==> config.mk <==
export PLATFORM = sky130hd
export DESIGN_NAME = id_ex_operand_stage
export DESIGN_NICKNAME = d
export VERILOG_FILES = /design/src/rtl/id_ex_operand_stage.sv
export SDC_FILE = /design/constraint.sdc
export NUM_CORES = 1
export LEC_CHECK = 0
export ABC_CLOCK_PERIOD_IN_PS = 6140
export CAP_MARGIN = 10
export CORE_MARGIN = 8
export CORE_UTILIZATION = 35
export CTS_CLUSTER_SIZE = 30
export DETAILED_ROUTE_END_ITERATION = 16
export PLACE_DENSITY = 0.65
export SLEW_MARGIN = 10
export SYNTH_ARGS = -nofsm -noshare
export SYNTH_HDL_FRONTEND = slang
export SYNTH_SLANG_ARGS = --single-unit
==> constraint.sdc <==
create_clock -name clk -period 6.14 [get_ports clk]
set_input_delay 0.921 -clock clk [delete_from_list [all_inputs] [get_ports clk]]
set_output_delay 0.921 -clock clk [all_outputs]
set_load 0.02 [all_outputs]
==> src/rtl/id_ex_operand_stage.sv <==
// ID/EX pipeline register with EX/MEM and MEM/WB operand forwarding and load-use bubble insertion.
// Optional macro ID_EX_PERF_EN adds saturating bubble/hold performance counters.
module id_ex_operand_stage #(
  parameter int WIDTH   = 8,
  parameter int REGBITS = 3,
  parameter int CTRLW   = 3
) (
  input  logic               clk,
  input  logic               rst_n,
  input  logic               id_valid,
  input  logic [REGBITS-1:0] id_rs,
  input  logic [REGBITS-1:0] id_rt,
  input  logic [WIDTH-1:0]   id_rs_data,
  input  logic [WIDTH-1:0]   id_rt_data,
  input  logic [WIDTH-1:0]   id_imm,
  input  logic               id_alusrc,
  input  logic [CTRLW-1:0]   id_alucontrol,
  input  logic [REGBITS-1:0] id_dst,
  input  logic               id_regwrite,
  input  logic               id_memtoreg,
  input  logic               ex_stall,
  input  logic               flush,
  input  logic               mem_regwrite,
  input  logic [REGBITS-1:0] mem_dst,
  input  logic [WIDTH-1:0]   mem_result,
  input  logic               wb_regwrite,
  input  logic [REGBITS-1:0] wb_dst,
  input  logic [WIDTH-1:0]   wb_result,
  output logic               id_stall,
  output logic               ex_valid,
  output logic [WIDTH-1:0]   alu_a,
  output logic [WIDTH-1:0]   alu_b,
  output logic [WIDTH-1:0]   ex_store_data,
  output logic [CTRLW-1:0]   ex_alucontrol,
  output logic [REGBITS-1:0] ex_dst,
  output logic               ex_regwrite,
  output logic               ex_memtoreg
`ifdef ID_EX_PERF_EN
  ,
  output logic [15:0]        perf_bubbles,
  output logic [15:0]        perf_holds
`endif
);

  logic [REGBITS-1:0] rs_idx_r;
  logic [REGBITS-1:0] rt_idx_r;
  logic [WIDTH-1:0]   rs_val_r;
  logic [WIDTH-1:0]   rt_val_r;
  logic [WIDTH-1:0]   imm_r;
  logic               alusrc_r;
  logic [WIDTH-1:0]   fwd_rs_s;
  logic [WIDTH-1:0]   fwd_rt_s;
  logic               load_use_s;

  // r0 is forced to zero; the younger EX/MEM result beats MEM/WB.
  function automatic logic [WIDTH-1:0] fwd_sel(
    input logic [REGBITS-1:0] src,
    input logic [WIDTH-1:0]   reg_val,
    input logic               m_we,
    input logic [REGBITS-1:0] m_dst,
    input logic [WIDTH-1:0]   m_res,
    input logic               w_we,
    input logic [REGBITS-1:0] w_dst,
    input logic [WIDTH-1:0]   w_res
  );
    logic [WIDTH-1:0] val;
    if (src == {REGBITS{1'b0}}) begin
      val = {WIDTH{1'b0}};
    end else if (m_we && (m_dst == src)) begin
      val = m_res;
    end else if (w_we && (w_dst == src)) begin
      val = w_res;
    end else begin
      val = reg_val;
    end
    return val;
  endfunction

  assign fwd_rs_s = fwd_sel(rs_idx_r, rs_val_r, mem_regwrite, mem_dst, mem_result,
                            wb_regwrite, wb_dst, wb_result);
  assign fwd_rt_s = fwd_sel(rt_idx_r, rt_val_r, mem_regwrite, mem_dst, mem_result,
                            wb_regwrite, wb_dst, wb_result);

  assign alu_a         = fwd_rs_s;
  assign alu_b         = alusrc_r ? imm_r : fwd_rt_s;
  assign ex_store_data = fwd_rt_s;

  // rt only matters for the hazard when the instruction actually reads it as an operand.
  assign load_use_s = ex_valid & ex_memtoreg & (ex_dst != {REGBITS{1'b0}}) & id_valid &
                      ((ex_dst == id_rs) | ((ex_dst == id_rt) & ~id_alusrc));
  assign id_stall   = ex_stall | load_use_s;

  // EX slot update: flush, then hold (with operand refresh), then bubble, then load.
  always_ff @(posedge clk or negedge rst_n) begin
    if (!rst_n) begin
      ex_valid      <= 1'b0;
      rs_idx_r      <= {REGBITS{1'b0}};
      rt_idx_r      <= {REGBITS{1'b0}};
      rs_val_r      <= {WIDTH{1'b0}};
      rt_val_r      <= {WIDTH{1'b0}};
      imm_r         <= {WIDTH{1'b0}};
      alusrc_r      <= 1'b0;
      ex_alucontrol <= {CTRLW{1'b0}};
      ex_dst        <= {REGBITS{1'b0}};
      ex_regwrite   <= 1'b0;
      ex_memtoreg   <= 1'b0;
    end else if (flush) begin
      ex_valid    <= 1'b0;
      ex_regwrite <= 1'b0;
      ex_memtoreg <= 1'b0;
    end else if (ex_stall) begin
      rs_val_r <= fwd_rs_s;
      rt_val_r <= fwd_rt_s;
    end else if (load_use_s) begin
      ex_valid    <= 1'b0;
      ex_regwrite <= 1'b0;
      ex_memtoreg <= 1'b0;
    end else begin
      ex_valid      <= id_valid;
      rs_idx_r      <= id_rs;
      rt_idx_r      <= id_rt;
      rs_val_r      <= id_rs_data;
      rt_val_r      <= id_rt_data;
      imm_r         <= id_imm;
      alusrc_r      <= id_alusrc;
      ex_alucontrol <= id_alucontrol;
      ex_dst        <= id_dst;
      ex_regwrite   <= id_valid & id_regwrite;
      ex_memtoreg   <= id_valid & id_memtoreg;
    end
  end

`ifdef ID_EX_PERF_EN
  // Saturating counters; a flush suppresses both the hold and the bubble it overrides.
  always_ff @(posedge clk or negedge rst_n) begin
    if (!rst_n) begin
      perf_bubbles <= 16'h0000;
      perf_holds   <= 16'h0000;
    end else begin
      if (!flush && ex_stall && (perf_holds != 16'hFFFF)) begin
        perf_holds <= perf_holds + 16'h0001;
      end else begin
        perf_holds <= perf_holds;
      end
      if (!flush && !ex_stall && load_use_s && (perf_bubbles != 16'hFFFF)) begin
        perf_bubbles <= perf_bubbles + 16'h0001;
      end else begin
        perf_bubbles <= perf_bubbles;
      end
    end
  end
`endif

endmodule

# Yosys cells after proc, flatten, opt, wreduce, memory -nomap -nowiden
# Index checks and enable logic that the tools add are counted.
word_totals:
  ff_bits: 40
  input_bits: 68
  output_inout_bits: 34
  word_cells: 61
op_classes:
  n_eq_ne: 8
  n_mux: 20
  bitwise: 13
  n_reduce_logical: 9
op_table:
  columns: ["op", "n"]
  rows:
  - ["8-bit two-way mux", 11]
  - ["3-bit equality test", 6]
  - ["1-bit two-way mux", 9]
  - ["1-bit AND", 7]
  - ["3-bit logical NOT", 2]
  - ["1-bit logical AND", 4]
  - ["1-bit inverter", 4]
  - ["3-bit AND reduction", 1]
  - ["3-bit nonzero test", 1]
  - ["2-bit by 1-bit inequality test with 1-bit output (second input constant)", 1]
  - ["2-bit inequality test (second input constant)", 1]
  - ["1-bit bitwise OR", 2]
  - ["2-bit AND reduction", 1]

# Depth between registers and ports, before layout
# Gate-level depths: netlist of the first run.
depth:
  depth_word: 7
  mapped_depth: 7

# Least setup slack after synthesis of the first run
# Ideal clock, no wire load.
synth_path:
  path_kind: "input port to output port"
  from: "input mem_dst[1]"
  to: "output alu_b[1]"
  arrival_time_ns: 2.719
  required_ns: 5.219
  slack_ns: 2.500
  cell_stages: 5
  cell_sequence: "xor2_1 > nor3_4 > nand2_1 > a221oi_1 > mux2_2"
synth_via:
  elab_chain_cells: 5
synth_lines:
  columns: ["element", "line_no", "rtl"]
  rows:
  - ["start, declared", "24", "input logic [REGBITS-1:0] mem_dst,"]
  - ["3-bit equality test", "69", "end else if (m_we && (m_dst == src)) begin"]
  - ["1-bit logical AND", "69", null]
  - ["8-bit two-way mux", "69", null]
  - ["8-bit two-way mux", "67", "if (src == {REGBITS{1'b0}}) begin"]
  - ["via ex_store_data[1]", "33", "output logic [WIDTH-1:0] ex_store_data,"]
  - ["8-bit two-way mux", "85", "assign alu_b = alusrc_r ? imm_r : fwd_rt_s;"]
  - ["end, declared", "32", "output logic [WIDTH-1:0] alu_b,"]
# The timed path passes the listed nets, and every way through them passes these cells.

# Worst setup path in the final report of the first run
layout_path:
  from: "input wb_dst[1]"
  to: "output alu_a[2]"
layout_via:
  elab_chain_cells: 5
layout_lines:
  columns: ["element", "line_no", "rtl"]
  rows:
  - ["start, declared", "27", "input logic [REGBITS-1:0] wb_dst,"]
  - ["3-bit equality test", "71", "end else if (w_we && (w_dst == src)) begin"]
  - ["1-bit logical AND", "71", null]
  - ["8-bit two-way mux", "71", null]
  - ["8-bit two-way mux", "69", null]
  - ["8-bit two-way mux", "67", null]
  - ["end, declared", "31", "output logic [WIDTH-1:0] alu_a,"]
# No other way between the ends.

==> results_dict.tcl, run 1 <==
set metrics [dict create \
    drt-total-wl_mm 8.024 \
    grt_first_pass_wirelength_mm 12.88 \
    syn-instance-count 246 \
    cpMostUsedCell "clkdlybuf4s50_1" \
    clk_path_buf_depth 2 \
    ys_async_sr_fraction 1.000 \
    cts_setup_buffers 0 \
    antenna_found_initial 0 \
    setup_tns_ns 0 \
    vias 2276 \
    globalRouteTotalUtil 0.1606 \
    synthTopCellsByCount "dfrtp_1, mux2_2, inv_1, nand2_1" \
    setup-violations-final 0 \
    fmaxAchievable_mhz 221.5 \
    routed_via_density 5.161 \
    whs_ns 0.4966 \
    startpoint_type "input pin" \
    clkTransAtPathRegs_ns 0.09 \
    die_w_um 101.3 \
    cp-end-kind "output pin" \
    synth_most_common_cell "dfrtp_1" \
    min_period_over_period 0.7353 \
    synth_fp_nets 314 \
    drc 0 \
    initialDrtViolationCount 146 \
    clock_skew_ns 0.01195 \
    hold_buffers 0 \
    hold_viol 0 \
    ys_ff_latch 40 \
    num_antenna_cells 0 \
    place_area_um2 3603 \
    dieArea_um2 10260 \
    crit_fanout 7 \
    port_buffers 101 \
    grt_pass1_vias 2443 \
    p_total_uw 989.4 \
    grt.overflow.total 0 \
    netlist.area_leader.share 0.3929 \
    tightest_slew_ns 1.073 \
    hold_class "register to register" \
    core-area_um2 7137 \
    worst_skew_pair.late_latency_ns 0.31 \
    synthTopCellsByArea "dfrtp_1, mux2_2, mux2i_1" \
    cts_tree "yes" \
    cp_data_arrival_time_ns 3.59 \
    path_cells "clkdlybuf4s50_1 -> xor2_2 -> or4_1 -> mux2i_1 -> a221oi_1 -> clkdlybuf4s50_1" \
    htree_num_levels 2 \
    synth_enable_flop_cells 0 \
    clock-sinks 40 \
    leakagePower_nw 1.524 \
    nNetsFinal 409 \
    maxCapViolations 0 \
    post_drt_wl_per_cell_um 18.20 \
    start_util 0.3569 \
    synth.avg_cell_area_um2 10.36 \
    grt_max_degree 41 \
    drive_gt1_frac 0.1404 \
    die_h_um 101.3 \
    cts_root_buf "clkbuf_8" \
    yosysTopAreaCell "dfrtp_1" \
    path_class "input pin to output pin" \
    drv_slew 0 \
    fp-row-count 31 \
    ir_drop_v 0.0001332 \
    ys.flop_type "dfrtp_1" \
    post_cts_resized 0 \
    netlist_area_um2 2547 \
    pin_count 102 \
    cp_top_family "buffers and inverters" \
    yosysWarningCount 0 \
    fin_crit_ns 4.515 \
    hpwl_mm 6.286 \
    ant_nets 0 \
    powerDensity_nw_per_um2 266.1 \
    worstPathRequired_ns 5.22 \
    r2r_setup_slack_ns 3.61 \
    cp_slowest_cell "or4_1" \
    grt_setup_unrepaired "no" \
    status "complete, no violations" \
    dpl.cell_count 433 \
    post-route-cell-area_um2 3719 \
    finalNonFillerCells 441 \
    max_stage_delay_ns 0.70 \
    ys_seq_area_frac 0.3929 \
    synthDistinctLibCells 44 \
    first_pass_iters 4 \
    area_delta_synth_final_pct 45.97 \
    crit_buf_inv 2 \
    cts_made_buffers 5 \
    relSlewSlack 0.2848 \
    gp_congestion 0.8470 \
]
[flip-flops by register name, summed over array words and instances (netlist names)]
name,flops
rt_idx_r,3
alusrc_r,1
ex_memtoreg,1
ex_valid,1
rs_val_r,8
ex_alucontrol,3
ex_regwrite,1
rt_val_r,8
ex_dst,3
rs_idx_r,3
imm_r,8
[placed cells by master (no fill, tap or decap), drive strengths merged, types with 9 or more instances in the layout]
master	synthesis	final
nand2	15	15
mux2	25	25
dfrtp	40	40
nor3	10	10
a221oi	9	9
mux2i	12	12
xor2	12	12
clkdlybuf4s50	0	100
o21ai	12	12
inv	15	16
nor2b	10	10
[routing by layer]
metal  share of wire  vias to the layer above  track usage
met2            0.47                       78       0.2561
li1                -                     1104            -
met5               0                        -            0
met3           0.080                       11      0.05498
met4           0.016                        0      0.04124
met1            0.43                     1083       0.2021
[kinds of logic (layout without fill, tap and decap cells)]
logic type	count (synthesis)	in the layout	share of synthesized area
DFF	40	40	0.3929
and+or+nand+nor	61	61	0.1346
AOI/OAI and AO/OA	62	62	0.1930
muxes	37	37	0.1577
xor gates and xnor gates	18	18	0.07073
buffers and inverters	28	124	0.05108
[worst paths after layout]
path | start | end | cells after the start
max | wb_dst[1] | alu_a[2] | 6
max in group asynchronous | rst_n | imm_r[3] | 1
min reg2reg | ex_alucontrol[2] | ex_alucontrol[2] | 1
max reg2reg | ex_dst[1] | imm_r[4] | 5
min in group asynchronous | rst_n | ex_alucontrol[2] | 1
min | ex_alucontrol[2] | ex_alucontrol[2] | 1
[power by group]
part           internal [mW]  leakage [nW]  switching (mW)
clock                  0.123        0.0548           0.107
sequential             0.303         0.472          0.0361
combinational          0.218         0.997           0.203
total                  0.644          1.52           0.346
[through the flow]
stage	util	setup slack, ns
final	0.5210	1.625
after global routing	0.5210	1.504
after detailed placement	0.5049	1.608
after global placement	0.5049	1.627
after CTS	0.5210	1.596
after floorplan	-	2.500
[cell type report]
| cell class | instances | area (um2) |
|---|---|---|
| inverters | 15 | 56.30 |
| multi-input cells | 178 | 1416 |
| clock inverters | 3 | 46.29 |
| fillers | 698 | 3418 |
| clock buffers | 5 | 68.82 |
| repair buffers | 101 | 1006 |
| flip-flops and latches | 40 | 1001 |
| well taps | 99 | 123.9 |
Power figures use the tool's default switching activity.
==> run 2: changes to the inputs <==
--- a/config.mk
+++ b/config.mk
@@ -5,7 +5,7 @@
 export SDC_FILE = /design/constraint.sdc
 export NUM_CORES = 1
 export LEC_CHECK = 0
-export ABC_CLOCK_PERIOD_IN_PS = 6140
+export ABC_CLOCK_PERIOD_IN_PS = 4450
 export CAP_MARGIN = 10
 export CORE_MARGIN = 8
 export CORE_UTILIZATION = 35
==> constraint.sdc (replaced) <==
create_clock -name clk -period 4.45 [get_ports clk]
set_input_delay 0.6675 -clock clk [delete_from_list [all_inputs] [get_ports clk]]
set_output_delay 0.6675 -clock clk [all_outputs]
set_load 0.02 [all_outputs]
==> run 2 against run 1 <==
Critical path depth is 1 higher; worst hold slack lost 0.0024 ns; wire length down 0.60%; clock skew fell by 0.0061 ns; critical path type unchanged; final cell count grew 0.91%; highest routed layer unchanged; via count rose by 0.79%; sequential share of layout area about the same; global-route usage is 0.077 points lower; first-iteration DRC count is 38% lower.
==> results_dict.tcl, run 2 (synthesized netlist as in run 1, its figures left out) <==
set metrics [dict create \
    pre_cts_ws_ns 0.4182 \
    reg_top3 "imm_r (8), rs_val_r (8), rt_val_r (8)" \
    ant_nets 0 \
    cp_data_arrival_time_ns 3.38 \
    dieArea_um2 10260 \
    dpl.cell_count 437 \
    area_delta_synth_final_pct 46.12 \
    setup-violations-final 0 \
    startpoint_type "input pin" \
    r2r-end "imm_r[6]" \
    layout_common_cells "clkdlybuf4s50_1, dfrtp_1, mux2_2" \
    fin_crit_ns 4.046 \
    gp_congestion 0.8356 \
    post_cts_resized 0 \
    antenna_found_initial 0 \
    hpwl_mm 6.231 \
    drive_gt1_frac 0.1474 \
    start_util 0.3569 \
    initialDrtViolationCount 91 \
    maxCapViolations 0 \
    hold_buffers 0 \
    drc 0 \
    drv_slew 0 \
    path_class "input pin to output pin" \
    reg2reg_from "ex_dst[2]" \
    r2r_setup_slack_ns 1.89 \
    cts_root_buf "clkbuf_8" \
    cts_setup_buffers 0 \
    hold_viol 0 \
    pin_count 102 \
    globalRouteTotalUtil 0.1598 \
    grt_pass1_vias 2544 \
    core-area_um2 7137 \
    relSlewSlack 0.2553 \
    min_period_over_period 0.9092 \
    port_buffers 101 \
    fmaxAchievable_mhz 247.2 \
    htree_num_levels 2 \
    grt_first_pass_wirelength_mm 12.82 \
    clk_path_buf_depth 2 \
    crit_fanout 9 \
    cts_tree "yes" \
    drt-total-wl_mm 7.976 \
    whs_ns 0.4941 \
    nNetsFinal 413 \
    clkTransAtPathRegs_ns 0.09 \
    worstPathRequired_ns 3.78 \
    grt.overflow.total 0 \
    routed_via_density 5.155 \
    cts_made_buffers 5 \
    p_total_mw 1.311 \
    tightest_slew_ns 1.117 \
    first_pass_iters 4 \
    fp-row-count 31 \
    grt_setup_unrepaired "no" \
    setup_tns_ns 0 \
    ir_drop_v 0.0001677 \
    clock-sinks 40 \
    powerDensity_nw_per_um2 352.1 \
    status "complete, no violations" \
    worst_skew_pair.late_latency_ns 0.30 \
    finalNonFillerCells 445 \
    die_h_um 101.3 \
    leakagePower_nw 1.530 \
    grt_max_degree 41 \
    rr_worst_depth 5 \
    vias 2294 \
    cp-end-kind "output pin" \
    final_common_cell "clkdlybuf4s50_1" \
    post_drt_wl_per_cell_um 17.92 \
    clock_skew_ns 0.005829 \
    die_w_um 101.3 \
    hold_class "input pin to asynchronous set/reset pin" \
    setup_ws_ns 0.4042 \
    num_antenna_cells 0 \
]
[run 2: power breakdown]
group	internal (mW)	switching, mW	leakage [nW]
Clock	0.112	0.142	0.0414
Sequential	0.417	0.0486	0.472
Combinational	0.309	0.282	1.02
Total	0.838	0.472	1.53
[run 2: through the flow]
step           cell area [um2]  utilization
6_report                  3722       0.5216
4_1_cts                   3722       0.5216
3_5_place_dp              3633       0.5091
3_3_place_gp              3633       0.5091
5_1_grt                   3722       0.5216
2_1_floorplan             2547            -
[run 2: how the worst max path moves through the flow]
stage | start | end | slack, ns | cells after the start
6_report | mem_dst[1] | alu_b[7] | 0.40 | 7
5_1_grt | mem_dst[1] | alu_b[7] | 0.28 | 7
4_1_cts | mem_dst[1] | alu_b[7] | 0.42 | 7
3_5_place_dp | mem_dst[1] | alu_b[7] | 0.42 | 7
3_3_place_gp | wb_dst[1] | alu_a[6] | 0.49 | 6
2_1_floorplan | mem_dst[1] | alu_b[1] | 1.32 | 5
[run 2: cell type report]
type | count | area (um2)
Timing Repair Buffer | 105 | 1036
Clock inverter | 2 | 16.27
Fill cell | 674 | 3415
Multi-Input combinational cell | 178 | 1416
Tap cell | 99 | 123.9
Inverter | 15 | 56.30
Clock buffer | 6 | 72.57
Sequential cell | 40 | 1001
[run 2: worst max-delay path, cell delays in order]
cell	delay (ns)
clkdlybuf4s50_1	0.45
xor2_1	0.20
nor3_4	0.38
nand2_1	0.25
a221oi_1	0.57
mux2_2	0.25
clkdlybuf4s50_1	0.61
[run 2: metal layers]
metal  global-route usage  part of all wire  up-vias
met5                    0                 0        -
met2               0.2657              0.49       76
met4              0.05498             0.012        0
met1               0.1884              0.42     1099
li1                     -                 -     1112
met3              0.05292             0.077        7
==> run 3: changes to the inputs <==
--- a/config.mk
+++ b/config.mk
@@ -11,6 +11,7 @@
 export CORE_UTILIZATION = 35
 export CTS_CLUSTER_SIZE = 30
 export DETAILED_ROUTE_END_ITERATION = 16
+export GPL_ROUTABILITY_DRIVEN = 1
 export PLACE_DENSITY = 0.65
 export SLEW_MARGIN = 10
 export SYNTH_ARGS = -nofsm -noshare
==> results of run 3 <==
Final layout, timing and power as in run 2 (identical DEF).
